`src/rtl/arith_pkg.sv`:
```
// Shared arithmetic-block definitions: subtractor FSM encoding and a
// constant-foldable ceil(log2) helper for sizing index counters.
package arith_pkg;

    typedef enum logic [1:0] {
        IDLE = 2'd0,
        RUN  = 2'd1,
        DONE = 2'd2
    } fsmState_t;

    // ceil(log2(value)); returns 0 for value <= 1
    function automatic int unsigned clog2(input int unsigned value);
        int unsigned res;
        int unsigned v;
        res = 0;
        v   = (value > 0) ? value - 1 : 0;
        while (v > 0) begin
            res++;
            v = v >> 1;
        end
        return res;
    endfunction

endpackage

```
`src/rtl/full_subtractor.sv`:
```
// One-bit full subtractor cell: oDiff = iA - iB - iBorrow (mod 2).
// Ports: iA minuend bit, iB subtrahend bit, iBorrow borrow-in,
//        oDiff difference bit, oBorrow borrow-out.
module full_subtractor (
    input  logic iA,
    input  logic iB,
    input  logic iBorrow,
    output logic oDiff,
    output logic oBorrow
);

    assign oDiff   = iA ^ iB ^ iBorrow;
    // Borrow when B exceeds A, or when A==B and a borrow comes in
    assign oBorrow = (~iA & iB) | (~(iA ^ iB) & iBorrow);

endmodule

```
`src/rtl/ripple_borrow_subtractor_seq.sv`:
```
// Multi-cycle subtractor computing A - B - iBorrow, DIGIT_WIDTH bits per
// clock, least-significant digit first, with a registered borrow between
// digits. Start/busy/done handshake.
// Ports: iClk, iRst_n (async active-low), iStart, iA, iB, iBorrow in;
//        oBusy (RUN), oDone (1-cycle pulse), oDiff, oBorrow (unsigned
//        borrow-out), oOverflow (two's-complement overflow) out.
module ripple_borrow_subtractor_seq
    import arith_pkg::*;
#(
    parameter int unsigned SUB_WIDTH   = 16,
    parameter int unsigned DIGIT_WIDTH = 4
) (
    input  logic                 iClk,
    input  logic                 iRst_n,
    input  logic                 iStart,
    input  logic [SUB_WIDTH-1:0] iA,
    input  logic [SUB_WIDTH-1:0] iB,
    input  logic                 iBorrow,
    output logic                 oBusy,
    output logic                 oDone,
    output logic [SUB_WIDTH-1:0] oDiff,
    output logic                 oBorrow,
    output logic                 oOverflow
);

    localparam int unsigned NDIG  = SUB_WIDTH / DIGIT_WIDTH;
    localparam int unsigned IDX_W = (clog2(NDIG) > 0) ? clog2(NDIG) : 1;
    localparam int unsigned MSB   = SUB_WIDTH - 1;

    fsmState_t              state;
    fsmState_t              nextState;
    logic                   accept;
    logic                   lastDigit;

    logic [SUB_WIDTH-1:0]   aReg;
    logic [SUB_WIDTH-1:0]   bReg;
    logic                   aMsb;
    logic                   bMsb;
    logic                   brwReg;
    logic [IDX_W-1:0]       digitIdx;

    logic [DIGIT_WIDTH:0]   chain;
    logic [DIGIT_WIDTH-1:0] diffDigit;
    logic [SUB_WIDTH-1:0]   digitMask;

    // State register
    always_ff @(posedge iClk or negedge iRst_n) begin
        if (!iRst_n) begin
            state <= IDLE;
        end else begin
            state <= nextState;
        end
    end

    // Next-state and accept decode; iStart is only honoured in IDLE/DONE
    always_comb begin
        nextState = state;
        accept    = 1'b0;
        lastDigit = (digitIdx == IDX_W'(NDIG - 1));
        case (state)
            IDLE: begin
                if (iStart) begin
                    nextState = RUN;
                    accept    = 1'b1;
                end
            end
            RUN: begin
                if (lastDigit) begin
                    nextState = DONE;
                end
            end
            DONE: begin
                if (iStart) begin
                    nextState = RUN;
                    accept    = 1'b1;
                end else begin
                    nextState = IDLE;
                end
            end
            default: nextState = IDLE;
        endcase
    end

    // Per-digit ripple-borrow slice on the low digit of the shifting operands
    assign chain[0] = brwReg;
    for (genvar i = 0; i < DIGIT_WIDTH; i++) begin : gCell
        full_subtractor uCell (
            .iA      (aReg[i]),
            .iB      (bReg[i]),
            .iBorrow (chain[i]),
            .oDiff   (diffDigit[i]),
            .oBorrow (chain[i+1])
        );
    end

    // Result-lane mask selecting oDiff[digitIdx*DW +: DW]
    for (genvar k = 0; k < NDIG; k++) begin : gMask
        assign digitMask[k*DIGIT_WIDTH +: DIGIT_WIDTH] =
            {DIGIT_WIDTH{digitIdx == IDX_W'(k)}};
    end

    // Datapath, handshake and flag registers
    always_ff @(posedge iClk or negedge iRst_n) begin
        if (!iRst_n) begin
            aReg      <= '0;
            bReg      <= '0;
            aMsb      <= 1'b0;
            bMsb      <= 1'b0;
            brwReg    <= 1'b0;
            digitIdx  <= '0;
            oBusy     <= 1'b0;
            oDone     <= 1'b0;
            oDiff     <= '0;
            oBorrow   <= 1'b0;
            oOverflow <= 1'b0;
        end else begin
            oBusy <= (nextState == RUN);
            oDone <= (nextState == DONE);
            if (accept) begin
                aReg      <= iA;
                bReg      <= iB;
                aMsb      <= iA[MSB];
                bMsb      <= iB[MSB];
                brwReg    <= iBorrow;
                digitIdx  <= '0;
                oDiff     <= '0;
                oBorrow   <= 1'b0;
                oOverflow <= 1'b0;
            end else if (state == RUN) begin
                aReg     <= aReg >> DIGIT_WIDTH;
                bReg     <= bReg >> DIGIT_WIDTH;
                brwReg   <= chain[DIGIT_WIDTH];
                digitIdx <= digitIdx + IDX_W'(1);
                oDiff    <= (oDiff & ~digitMask) | ({NDIG{diffDigit}} & digitMask);
                if (lastDigit) begin
                    // Operand MSBs are kept aside since the shift has consumed them
                    oBorrow   <= chain[DIGIT_WIDTH];
                    oOverflow <= (aMsb != bMsb) & (diffDigit[DIGIT_WIDTH-1] != aMsb);
                end
            end
        end
    end

endmodule

```
`config.mk`:
```
export PLATFORM = sky130hd
export DESIGN_NAME = ripple_borrow_subtractor_seq
export DESIGN_NICKNAME = d
export VERILOG_FILES = /design/src/rtl/arith_pkg.sv /design/src/rtl/full_subtractor.sv /design/src/rtl/ripple_borrow_subtractor_seq.sv
export SDC_FILE = /design/constraint.sdc
export NUM_CORES = 1
export LEC_CHECK = 0
export CAP_MARGIN = 20
export CORE_ASPECT_RATIO = 2
export CORE_MARGIN = 8
export CORE_UTILIZATION = 50
export DETAILED_ROUTE_END_ITERATION = 7
export PLACE_DENSITY = 0.76
export SYNTH_ARGS = -nofsm -noshare
export SYNTH_HDL_FRONTEND = slang
export SYNTH_SLANG_ARGS = --single-unit
```
`constraint.sdc`:
```
create_clock -name iClk -period 3.1 [get_ports iClk]
set_clock_uncertainty 0.15 [all_clocks]
set_input_delay 0.465 -clock iClk [delete_from_list [all_inputs] [get_ports iClk]]
set_output_delay 0.465 -clock iClk [all_outputs]
set_load 0.01 [all_outputs]
```
==> summary.md <==
| Metric | Value |
|---|---|
| Crit-path max cell delay | `0.48 ns` |
| I/O Buffers | `55` |
| DR DRC count | `0` |
| Max_cap viols | `0` |
| Die Y | `118.3 um` |
| Largest net degree at the start of global routing | `56` |
| Switch Pwr | `1.292 mW` |
| Initial antenna violation count | `0` |
| Outcome | `completed` |
| Reg power frac | `0.380` |
| Synthesized area per cell | `10.87 um^2` |
| Comb power frac | `0.448` |
| CTS H-tree lvls | `3` |
| Antenna Nets Post-Route | `0` |
| Worst slew pin tran | `1.118 ns` |
| Setup bufs post-CTS | `0` |
| Syn_nets | `285` |
| Setup TNS | `0 ns` |
| Core Area | `0.005092 mm^2` |
| Inserted Clock Buffers | `9` |
| Gr usage total | `0.1632` |
| Crit path cell chain | `inv_1 > fa_1 > inv_1 > fa_1 > fa_1 > inv_1 > fa_1 > nor3b_1 > a21oi_1 > o21ai_0` |
| Worst endpoint data arrival time | `2.76 ns` |
| Placed cell areas | `0.003174 mm^2` |
| Vias/cell | `5.552` |
| Most common cell after layout, fill and taps aside | `dfrtp_1` |
| CTS max path bufs | `2` |
| DRT Pass-1 Iters | `4` |
| Post-synthesis cell type count | `27` |
| First-pass GRT wire length | `10.06 mm` |
| Worst hold-check path type | `register to register` |
| CTS root buffer | `clkbuf_8` |
| Final Cycle Share | `0.8590` |
| Final Max Tran Viols | `0` |
| IO Count | `56` |
| CP most frequent cell | `fa_1` |
| Pleak | `1.577 nW` |
| Area delta synth->final | `27.52%` |
| Via count | `1971` |
| Final instance area | `0.003339 mm^2` |
| Clk pwr share | `0.172` |
| Most frequent cells in the layout | `dfrtp_1 (59), clkdlybuf4s50_1 (54), nand2_1 (39), nand3_1 (31), o21ai_0 (18)` |
| Rel. slew slack | `0.2546` |
| Crit path max-delay family | `adder cells` |
| Startpoint Class | `register` |
| Worst path slowest cell | `fa_1` |
| Post-synthesis sequential area ratio | `0.5638` |
| Die Wd | `67.18 um` |
| Remaining Overflow, GRT | `0` |
| Mapped Cells | `241` |
| Fin. Hold Viols | `0` |
| Placed instance count | `342` |
| Diodes inserted | `0` |
| Max IR drop VDD | `0.7658 mV` |
| Yosys reg bits | `59` |
| Die Area | `0.007950 mm^2` |
| Clk sink count | `59` |
| Non-filler cells, final | `355` |
| Synth top area cells | `dfrtp_1 (56%), nand3_1 (5.9%), nand2_1 (5.6%)` |
| Crit end category | `register` |
| Power Internal | `2.069 mW` |
| Pwr/cell area | `1006 mW/mm^2` |
| FMAX | `0.3755 GHz` |
| Kind of critical path | `register to register` |
| Fraction of layout cells with a size suffix above 1 | `0.06734` |
| Setup violations, final | `0` |
| Starting DRT DRC Count | `90` |
| GPL Wtd Cong | `0.7757` |
| Vias in the first global route | `2127` |
| Latest clock arrival within the worst-skew pair | `0.33 ns` |
| Post-DR wirelength/cell | `16.75 um` |
| CTS tree | `done` |
| Final nets | `340` |
| YS warnings | `0` |
| Cell area after synthesis | `0.002619 mm^2` |
| Site row count | `37` |
| Worst path bufs/invs | `3` |
| Req. time, crit path | `3.20 ns` |
| Post-synth top area share | `0.5638` |
| Period minus WS final | `2.663 ns` |
| Initial Util | `0.5143` |
| Dpl hpwl | `4.278 mm` |
| Post-CTS Resized | `0` |
| Design Power | `3.361 mW` |
| Leading area contributor after synthesis | `dfrtp_1` |
| Final wirelength | `5.945 mm` |
| CTS clk-pin slew, worst paths | `0.06 ns` |
| Switching Share | `0.3844` |
| RSZ-0062 raised after global routing | `no` |
| Crit Path Max Fanout | `6` |
| Utilization after layout | `0.6558` |
[power by group through the flow]
stage          clock network, mW  logic, mW  registers, mW
4_1_cts                    0.591       1.52           1.28
3_3_place_gp                   0       1.45           1.27
2_1_floorplan                  0       1.06           1.27
6_report                   0.578       1.51           1.28
3_5_place_dp                   0       1.51           1.29
5_1_grt                    0.622       1.67           1.32
[per-layer routing]
layer / vias to the layer above / GRT usage / routed length, um
met2: 47 / 0.2769 / 3282
met5: - / 0 / 0
met1: 975 / 0.1827 / 2294
met3: 10 / 0.04257 / 241
met4: 0 / 0.06983 / 127
li1: 939 / - / -
[final timing paths]
path	end	start	cells after the start	slack, ns
max in group asynchronous	oDiff[14]$_DFFE_PN0P_	iRst_n	3	1.66
hold reg to reg	aReg[5]$_DFFE_PN0P_	aReg[5]$_DFFE_PN0P_	2	0.34
setup / recovery	oOverflow$_DFFE_PN0P_	aReg[0]$_DFFE_PN0P_	10	0.44
setup reg to reg	oOverflow$_DFFE_PN0P_	aReg[0]$_DFFE_PN0P_	10	0.44
min in group asynchronous	oDiff[10]$_DFFE_PN0P_	iRst_n	2	0.45
hold / removal	aReg[5]$_DFFE_PN0P_	aReg[5]$_DFFE_PN0P_	2	0.34
[sequential cells by signal, indices dropped and copies added, names as in the netlist, 2 cells and up]
name and count:
aReg 16, digitIdx 2, bReg 16, state 2, oDiff 16
[cell families (layout without fill, tap and decap cells)]
logic type,Yosys count,count (layout),synth area share
simple gates,88,88,0.1601
compound gates,47,47,0.1218
mux,12,12,0.04587
buf+inv,27,83,0.05876
flops,59,59,0.5638
fa+ha+maj,8,8,0.04969
[Yosys cell counts, drive strengths merged]
cell / instances
a221o: 4
inv: 11
buf: 15
dfrtp: 59
mux2i: 12
a21oi: 3
ha: 4
nor2b: 3
nor2: 4
nand3b: 4
fa: 4
nand2: 39
clkbuf: 1
a22oi: 11
nor3b: 1
a211oi: 1
o21ai: 19
nand2b: 2
nor3: 4
nand3: 31
a22o: 9
[metrics by stage]
step	setup WS, ns	hold WS (ns)
floorplan	0.6491	0.01941
global placement	0.5841	0.2732
detailed placement	0.4378	0.2818
CTS	0.4186	0.3502
global route	0.2908	0.3724
finish	0.4372	0.3445
[final cells by class]
type,count,area [um^2]
Tap cell,58,72.57
Multi-Input combinational cell,155,996.0
Fill cell,442,1753
Timing Repair Buffer,60,598.1
Sequential cell,59,1476
Inverter,11,41.29
Clock buffer,12,155.1
[repair_timing]
action | in CTS | in global routing
setup endpoints to repair | 0 | 0
hold buffers | 1 | 0
hold endpoints to repair | 18 | 0
[tightest hold or removal path, delay by kind of cell, from the launching register on]
family	cells	cell delay, ns
DFF	1	0.34
and+or+nand+nor	2	0.12
(Power assumes the default switching activity.)
